<file path="config.mk">
export PLATFORM = sky130hd
export DESIGN_NAME = cla_adder_pipe
export DESIGN_NICKNAME = d
export VERILOG_FILES = /design/src/rtl/cla_adder_pipe_pkg.sv /design/src/rtl/cla_adder_pipe_group.sv /design/src/rtl/cla_adder_pipe.sv
export SDC_FILE = /design/constraint.sdc
export NUM_CORES = 1
export LEC_CHECK = 0
export ABC_AREA = 0
export ABC_CLOCK_PERIOD_IN_PS = 2400
export CORE_MARGIN = 5
export CORE_UTILIZATION = 48
export DETAILED_ROUTE_END_ITERATION = 16
export GPL_TIMING_DRIVEN = 0
export PLACE_DENSITY = 0.74
export SETUP_SLACK_MARGIN = 0.3
export SYNTH_ARGS = -nofsm -noshare
export SYNTH_HDL_FRONTEND = slang
export SYNTH_SLANG_ARGS = --single-unit
</file>
<file path="constraint.sdc">
create_clock -name clock -period 2.4 [get_ports clock]
set_input_delay 0.24 -clock clock [delete_from_list [all_inputs] [get_ports clock]]
set_output_delay 0.24 -clock clock [all_outputs]
set_load 0.05 [all_outputs]
</file>
<file path="src/rtl/cla_adder_pipe_pkg.sv">
// Shared definitions for the pipelined carry-lookahead adder.
//   DEFAULT_WIDTH / DEFAULT_GROUP : default operand width and lookahead group size
//   num_groups()                  : number of first-level lookahead groups
//   lookahead()                   : flattened generate/propagate carry equation
package cla_adder_pipe_pkg;

  localparam int unsigned DEFAULT_WIDTH = 32;
  localparam int unsigned DEFAULT_GROUP = 4;
  localparam int unsigned MAX_TERMS     = 64;

  function automatic int unsigned num_groups(input int unsigned width,
                                             input int unsigned group);
    return width / group;
  endfunction

  // Carry out of an n-bit span, written as the fully expanded sum of products
  //   c_n = g[n-1] | p[n-1]g[n-2] | ... | p[n-1..1]g[0] | p[n-1..0]cin
  // so every carry is two logic levels deep in g/p (no ripple chain).
  // With n = 0 this returns cin; with cin = 0 it is the span's generate term.
  function automatic logic lookahead(input logic [MAX_TERMS-1:0] g,
                                     input logic [MAX_TERMS-1:0] p,
                                     input logic                 cin,
                                     input int unsigned          n);
    logic carry;
    logic term;
    carry = 1'b0;
    for (int unsigned j = 0; j < n; j++) begin
      term = g[j[5:0]];
      for (int unsigned m = j + 1; m < n; m++) term &= p[m[5:0]];
      carry |= term;
    end
    term = cin;
    for (int unsigned m = 0; m < n; m++) term &= p[m[5:0]];
    return carry | term;
  endfunction

endpackage

</file>
<file path="src/rtl/cla_adder_pipe_group.sv">
// One first-level lookahead group: produces the carry into every bit of the
// group from the registered per-bit propagate/generate and the group carry-in.
//   p_i[GROUP]     per-bit propagate (a ^ b')
//   g_i[GROUP]     per-bit generate  (a & b')
//   c_i            carry into bit 0 of the group (from the second-level lookahead)
//   carry_o[GROUP] carry into each bit of the group
module cla_adder_pipe_group
  import cla_adder_pipe_pkg::*;
#(
  parameter int unsigned GROUP = DEFAULT_GROUP
) (
  input  logic [GROUP-1:0] p_i,
  input  logic [GROUP-1:0] g_i,
  input  logic             c_i,
  output logic [GROUP-1:0] carry_o
);

  for (genvar i = 0; i < GROUP; i++) begin : g_bit
    assign carry_o[i] = lookahead(MAX_TERMS'(g_i), MAX_TERMS'(p_i), c_i, i);
  end

endmodule

</file>
<file path="src/rtl/cla_adder_pipe.sv">
// Two-stage pipelined carry-lookahead adder/subtractor with valid/ready flow.
//   clock, reset_n          rising-edge clock, async active-low reset
//   in_valid/in_ready       operand handshake (in_ready independent of in_valid)
//   in_a, in_b, in_cin      operands and carry-in (carry-in ignored when in_sub)
//   in_sub                  1: compute in_a - in_b
//   out_valid/out_ready     result handshake
//   out_sum, out_cout       result modulo 2^WIDTH and carry out (subtract: 1 = no borrow)
//   out_ovf, out_zero       signed overflow and zero flag of the stored result
// Stage 1 registers per-bit p/g and per-group P/G; stage 2 resolves all
// carries with a two-level lookahead and registers the sum and flags.
module cla_adder_pipe
  import cla_adder_pipe_pkg::*;
#(
  parameter int unsigned WIDTH = DEFAULT_WIDTH,
  parameter int unsigned GROUP = DEFAULT_GROUP
) (
  input  logic             clock,
  input  logic             reset_n,
  input  logic             in_valid,
  output logic             in_ready,
  input  logic [WIDTH-1:0] in_a,
  input  logic [WIDTH-1:0] in_b,
  input  logic             in_cin,
  input  logic             in_sub,
  output logic             out_valid,
  input  logic             out_ready,
  output logic [WIDTH-1:0] out_sum,
  output logic             out_cout,
  output logic             out_ovf,
  output logic             out_zero
);

  localparam int unsigned NGROUPS = num_groups(WIDTH, GROUP);

  if ((WIDTH % GROUP) != 0 || GROUP > MAX_TERMS || NGROUPS > MAX_TERMS) begin : g_param_check
    $error("cla_adder_pipe: WIDTH must be a multiple of GROUP, with at most 64 groups of at most 64 bits");
  end

  // ---------------- flow control ----------------
  logic s1_valid_q, s2_valid_q;
  logic s1_adv, s2_adv, s1_load, s2_load;

  assign s2_adv   = !s2_valid_q || out_ready;
  assign s1_adv   = !s1_valid_q || s2_adv;
  assign in_ready = s1_adv;
  assign s1_load  = in_valid && s1_adv;
  assign s2_load  = s1_valid_q && s2_adv;

  // ---------------- stage 1: propagate / generate ----------------
  logic [WIDTH-1:0]   b_eff;
  logic [WIDTH-1:0]   p_d, g_d, p_q, g_q;
  logic               c0_d, c0_q;
  logic [NGROUPS-1:0] grp_p_d, grp_g_d, grp_p_q, grp_g_q;

  // Subtraction is A + ~B + 1, so the carry-in is forced high.
  assign b_eff = in_sub ? ~in_b : in_b;
  assign p_d   = in_a ^ b_eff;
  assign g_d   = in_a & b_eff;
  assign c0_d  = in_sub | in_cin;

  for (genvar k = 0; k < NGROUPS; k++) begin : g_s1_group
    assign grp_p_d[k] = &p_d[k*GROUP +: GROUP];
    assign grp_g_d[k] = lookahead(MAX_TERMS'(g_d[k*GROUP +: GROUP]),
                                  MAX_TERMS'(p_d[k*GROUP +: GROUP]), 1'b0, GROUP);
  end

  // NOTE: state is updated with non-blocking assignments so every register
  // samples the pre-edge value of every other, independent of block order.
  always_ff @(posedge clock or negedge reset_n) begin
    if (!reset_n) begin
      s1_valid_q <= 1'b0;
      p_q        <= '0;
      g_q        <= '0;
      c0_q       <= 1'b0;
      grp_p_q    <= '0;
      grp_g_q    <= '0;
    end else begin
      if (s1_adv) s1_valid_q <= in_valid;
      if (s1_load) begin
        p_q     <= p_d;
        g_q     <= g_d;
        c0_q    <= c0_d;
        grp_p_q <= grp_p_d;
        grp_g_q <= grp_g_d;
      end
    end
  end

  // ---------------- stage 2: carry resolution and sum ----------------
  logic [NGROUPS:0]  grp_c;
  logic [WIDTH-1:0]  carry;
  logic [WIDTH-1:0]  sum_d, sum_q;
  logic              cout_d, ovf_d, zero_d;
  logic              cout_q, ovf_q, zero_q;

  // Second-level lookahead: each group carry is expanded directly from c0
  // and the group P/G terms below it, not chained from the previous group.
  assign grp_c[0] = c0_q;
  for (genvar k = 0; k < NGROUPS; k++) begin : g_s2_group
    assign grp_c[k+1] = lookahead(MAX_TERMS'(grp_g_q), MAX_TERMS'(grp_p_q), c0_q, k + 1);

    cla_adder_pipe_group #(.GROUP(GROUP)) u_group (
      .p_i     (p_q[k*GROUP +: GROUP]),
      .g_i     (g_q[k*GROUP +: GROUP]),
      .c_i     (grp_c[k]),
      .carry_o (carry[k*GROUP +: GROUP])
    );
  end

  assign sum_d  = p_q ^ carry;
  assign cout_d = grp_c[NGROUPS];
  assign ovf_d  = carry[WIDTH-1] ^ cout_d;
  assign zero_d = ~|sum_d;

  // NOTE: the result registers are reset as well as the valid bit, so every
  // output reads zero while reset is held rather than showing stale data.
  always_ff @(posedge clock or negedge reset_n) begin
    if (!reset_n) begin
      s2_valid_q <= 1'b0;
      sum_q      <= '0;
      cout_q     <= 1'b0;
      ovf_q      <= 1'b0;
      zero_q     <= 1'b0;
    end else begin
      if (s2_adv) s2_valid_q <= s1_valid_q;
      if (s2_load) begin
        sum_q  <= sum_d;
        cout_q <= cout_d;
        ovf_q  <= ovf_d;
        zero_q <= zero_d;
      end
    end
  end

  assign out_valid = s2_valid_q;
  assign out_sum   = sum_q;
  assign out_cout  = cout_q;
  assign out_ovf   = ovf_q;
  assign out_zero  = zero_q;

endmodule

</file>
======== Word level (Yosys, flattened, before mapping) ========
Index checks and enable logic that the tools add are counted.
storage, ports and cells
  bits in read-only memories .............. 0
  logic and storage cells ................. 274
  input port bits ......................... 70
  bits in writable memories ............... 0
  memories ................................ 0
  bits in latches ......................... 0
  bits in registers ....................... 117
cells by class
  div/mod/pow operators ................... 0
  reduce and logical (&&, ||, !) cells .... 16
  shifts and indexed selects .............. 0
  mux-type cells .......................... 1
  bitwise operators ....................... 246
  order comparisons ....................... 0
  multiply operators ...................... 0
  add/subtract/negate cells ............... 0
  equal/unequal tests ..................... 0
operators by type and width
  kind                 count
  1-bit bitwise AND    132
  1-bit bitwise OR     109
  32-bit XOR           2
  32-bit bitwise AND   1
  32-bit two-way mux   1
  32-bit NOT           1
  4-bit AND reduction  8
  32-bit OR reduction  1
  1-bit logical NOT    3
  1-bit logical AND    2
  1-bit logical OR     2
  1-bit XOR            1

======== Logic depth before layout (Yosys ltp) ========
  word-level depth ........................ 20
  gate-level depth with buffers ........... 10
  gate-level depth less buffers ........... 10

======== Cells and area by module ========
Synthesis repeated with hierarchy kept, for this count alone.
unflattened totals
  cell total of the unflattened synthesis .. 513
  area, all modules ....................... 5,987.0 um^2
modules (own cells, without submodules)
  module                area each (um^2)  cells each  sequential area each (um^2)  times used
  cla_adder_pipe        5,676.7           473         2,952.8                      1
  cla_adder_pipe_group  38.8              5           0.0                          8

======== Least setup slack after synthesis ========
Ideal clock, no wire load.
  path kind ............................... register to register
  start point ............................. register c0_q
  end point ............................... register zero_q (netlist: out_zero)
  required time ........................... 2.308 ns
  clock period less this slack ............ 2.490 ns
  slack ................................... -0.090 ns
  setup time .............................. 0.092 ns
  arrival ................................. 2.398 ns
  cell stages (with the launch flop) ...... 10
  cell sequence ........................... dfrtp_1 -> a211oi_2 -> o21ai_1 -> a41o_1 -> ha_1 -> o21a_1 -> or3_4 -> a2111oi_4 -> nand4_1 -> o31ai_2
between the ends
  word-level cells in the longest chain between the ends .. 15
  elaborated cells between the ends (all ways) .. 65
  classes of those cells .................. 63 x bitwise; 2 x reduce/logical
RTL lines
  element                          line                      source
  start, declared                  cla_adder_pipe.sv:52      logic c0_d, c0_q;
  start signal, assigned           cla_adder_pipe.sv:74      c0_q <= 1'b0;
  start signal, assigned           cla_adder_pipe.sv:82      c0_q <= c0_d;
  1-bit bitwise AND (7 in series)  cla_adder_pipe_pkg.sv:33  for (int unsigned m = 0; m < n; m++) term &= p[m[5:0]];
  1-bit bitwise OR                 cla_adder_pipe_pkg.sv:34  return carry | term;
  1-bit bitwise AND (3 in series)  cla_adder_pipe_pkg.sv:33
  1-bit bitwise OR                 cla_adder_pipe_pkg.sv:34
  32-bit XOR (*)                   cla_adder_pipe.sv:110     assign sum_d = p_q ^ carry;
  32-bit OR reduction (*)          cla_adder_pipe.sv:113     assign zero_d = ~|sum_d;
  1-bit logical NOT (*)            cla_adder_pipe.sv:113
  end signal, assigned             cla_adder_pipe.sv:130     zero_q <= zero_d;
  end, declared                    cla_adder_pipe.sv:94      logic cout_q, ovf_q, zero_q;
Every way passes the cells marked *; elsewhere a longest branch is shown, timed or not.
A chain may end at the register's enable or synchronous reset.

======== Final worst setup path ========
  start point ............................. register grp_p_q[0]
  end point ............................... register zero_q (netlist: out_zero)
between the ends
  word-level cells in the longest chain between the ends .. 15
  elaborated cells between the ends (all ways) .. 59
  classes of those cells .................. 57 x bitwise; 2 x reduce/logical
RTL lines
  element                          line                      source
  start, declared                  cla_adder_pipe.sv:53      logic [NGROUPS-1:0] grp_p_d, grp_g_d, grp_p_q, grp_g_q;
  start signal, assigned           cla_adder_pipe.sv:83      grp_p_q <= grp_p_d;
  1-bit bitwise AND (*)            cla_adder_pipe_pkg.sv:33
  1-bit bitwise AND (6 in series)  cla_adder_pipe_pkg.sv:33
  1-bit bitwise OR                 cla_adder_pipe_pkg.sv:34
  1-bit bitwise AND (3 in series)  cla_adder_pipe_pkg.sv:33
  1-bit bitwise OR                 cla_adder_pipe_pkg.sv:34
  32-bit XOR (*)                   cla_adder_pipe.sv:110
  32-bit OR reduction (*)          cla_adder_pipe.sv:113
  1-bit logical NOT (*)            cla_adder_pipe.sv:113
Marks and branches as above.

==> qor.yml <==
outcome: "finished, violations left"
violations: "negative setup slack"
hold_path.class: "primary input to async pin"
required_ns: 2.66
grt_pass1_wl_mm: 24.29
vias: 4378
die_x_um: 119.2
ant_nets: 0
rsz0062_at_grt: "yes"
path_max_fanout: 3
cap_violations: 0
first_global_vias: 4703
fin_ws_ns: -0.1565
postSynthCellCount: 493
critical_path.top_delay_family: "compound AO/OA/AOI/OAI gates"
p_leak_uw: 0.003458
finalNetCount: 741
cts_tree: "done"
finalCritPeriodShare_pct: 106.5
die_h_um: 119.2
fin_area_sq_um: 7717
dr.pass1.iters: 5
drv_slew: 0
setup-tns-final_ns: -0.1565
htree_levels: 3
met1_usage_pct: 27.32
use_met3_pct: 3.412
rr_endpoint: "out_zero"
place.gp.congestion: 0.8307
viasPerCell: 5.627
num_io_pins: 107
place_area_sq_um: 6984
finClkSkew_ns: 0.008899
drt-total-wl_mm: 15.17
synth_cell_types: 44
dp_hpwl_mm: 11.56
path_cells: "a211oi_2, o21ai_2, a41o_1, ha_2, o21a_1, or3_4, a2111oi_4, nand4_1, o31ai_2"
crit_cells: 9
critPathSlowestCell: "dfrtp_1"
drt_iter0_drc: 334
reg2regPathDepth: 9
clock_sinks: 110
post-route-util_pct: 66.73
fin_hold_ws_ns: 0.4397
r2r-start: "grp_p_q[0]"
drc: 0
grt_usage_pct: 21.62
fp-row-count: 39
busiest_layer: "met2"
wire_per_inst_um: 19.49
slew_headroom_pct: 58.49
worstMarginPinSlew_ns: 0.6226
core_sq_um: 11560
synth_top_area_cell: "dfrtp_1"
ys_warn_count: 0
dieArea_sq_um: 14210
syn_area_sq_um: 5723
fmax_ghz: 0.3912
reg2reg_slack_ns: -0.16
setup_viol: 1
worstSkewPairLatency_ns: 0.35
cp.buffers_inverters: 0
grt_max_degree: 68
root_buffer: "clkbuf_16"
post-place-ws_ns: -0.2320
ir_drop_mv: 0.7137
synth-seq-area-share_pct: 48.10
synthTopCellsByArea: "dfrtp_1, mux2_2, ha_1"
path_clk_slew_ns: 0.07
start_util_pct: 49.49
overflow: 0
min_period_ns: 2.557
io_buffers: 105
finalHoldViolCount: 0
ys_ff_latch: 110
endpoint_kind: "register"
yosysTopAreaCellShare_pct: 48.10
critPathArrivalTime_ns: 2.82
avgSynthCellArea_sq_um: 11.61
clockBufferDepth: 2
p_per_area_nw_per_um2: 1009
crit_type: "register to register"
grt_util_met2_pct: 38.15
start_kind: "register"
drive_gt1_share_pct: 24.25
cts_buffers: 9
diodes: 0
synth_fp_nets: 603
syn_to_final_growth_pct: 34.85
antenna_found_initial: 0
max_stage_delay_ns: 0.40
==> worst max-delay path by stage <==
stage / startpoint / to
6_report: grp_p_q[0] / out_zero
5_1_grt: grp_p_q[0] / out_zero
4_1_cts: c0_q / out_zero
3_5_place_dp: grp_p_q[0] / out_zero
3_3_place_gp: reset_n / out_valid
2_1_floorplan: grp_p_q[0] / out_zero
==> logic make-up after synthesis <==
group	synth area share, %
simple gates	9.008
compound gates	13.16
buf+inv	1.574
flops	48.10
xor+xnor	6.428
mux	12.99
fa+ha+maj	8.745
==> power breakdown <==
group	switching, uW	internal (uW)
registers	385	2330
clock network	658	1020
logic	1970	1430
==> worst register-to-register path, stage by stage (launching register included) <==
cell and delay (ns):
dfrtp_1 0.40, a211oi_2 0.30, o21ai_2 0.11, a41o_1 0.22
ha_2 0.21, o21a_1 0.19, or3_4 0.39, a2111oi_4 0.31
nand4_1 0.16, o31ai_2 0.20
==> metrics by stage <==
| step | cells | total power, uW |
|---|---|---|
| 2_1_floorplan | 493 | 4603 |
| 3_5_place_dp | 742 | 5755 |
| 3_3_place_gp | 741 | 5672 |
| 5_1_grt | 778 | 8131 |
| 4_1_cts | 770 | 7605 |
| 6_report | 778 | 7789 |
==> layout by cell type (no fill, tap or decap), types with 3 or more instances in the layout <==
master,instances
ha_2,3
clkbuf_16,9
a21oi_1,10
o211a_1,3
mux2_2,66
a211oi_2,3
nor2_1,7
o31ai_1,7
bufinv_16,3
nand2b_1,4
buf_4,21
nor4_2,3
inv_1,3
buf_2,6
nand2_1,49
nand4_1,10
xnor2_1,3
o21ai_1,4
and2_1,6
o21a_1,5
o22ai_1,3
o21ai_2,5
clkbuf_1,12
nand3_1,3
o21ai_0,25
nor3_1,7
ha_1,35
xor2_1,37
dfrtp_1,109
clkdlybuf4s50_1,104
a21o_1,21
a211oi_4,3
==> layout make-up <==
cell class              count  area, sq um
clock inverters             4        97.59
repair buffers            127         1236
multi-input cells         361         3112
well taps                 143        178.9
clock buffers              11        232.7
fillers                   859         3847
plain buffers              19        95.09
flip-flops and latches    110         2754
inverters                   3        11.26
==> registers in the layout, indices dropped and copies added, names as in the netlist <==
name,count
grp_g_q,8
out_valid,1
out_sum,32
out_cout,1
out_zero,1
c0_q,1
s1_valid_q,1
grp_p_q,8
p_q,32
out_ovf,1
g_q,24
==> cells in the mapped netlist, drive strengths merged <==
cell / instances
a2111oi: 2
nor4: 5
o22ai: 3
a21o: 21
and2: 6
nand3: 4
xor2: 39
o21a: 6
or2: 1
a211oi: 7
o21ai: 34
ha: 40
nor2: 7
o2111ai: 2
inv: 3
mux2: 66
nor3: 10
o211a: 5
nand3b: 1
xnor2: 3
a21boi: 2
a41o: 1
a22oi: 1
nand4: 10
o21bai: 1
nand2: 51
nand2b: 4
buf: 8
a21oi: 10
nor3b: 2
or3: 4
or4: 1
a221oi: 1
o31ai: 9
clkbuf: 11
a31o: 2
dfrtp: 110
==> repair_timing <==
item                                    in CTS  in global routing
hold buffers                                 1                  0
setup buffers                               12                  8
pin swaps                                   17                 20
endpoints found under the setup margin      17                 14
gates cloned                                 0                  0
endpoints found under the hold margin       43                  0
resized for setup                           24                 29
==> metal layers <==
layer,vias to the layer above,share of wire [%]
met5,-,0
met3,26,5.6
met4,0,1.9
met2,151,51
met1,2143,41
li1,2058,-
Power figures use the tool's default switching activity.
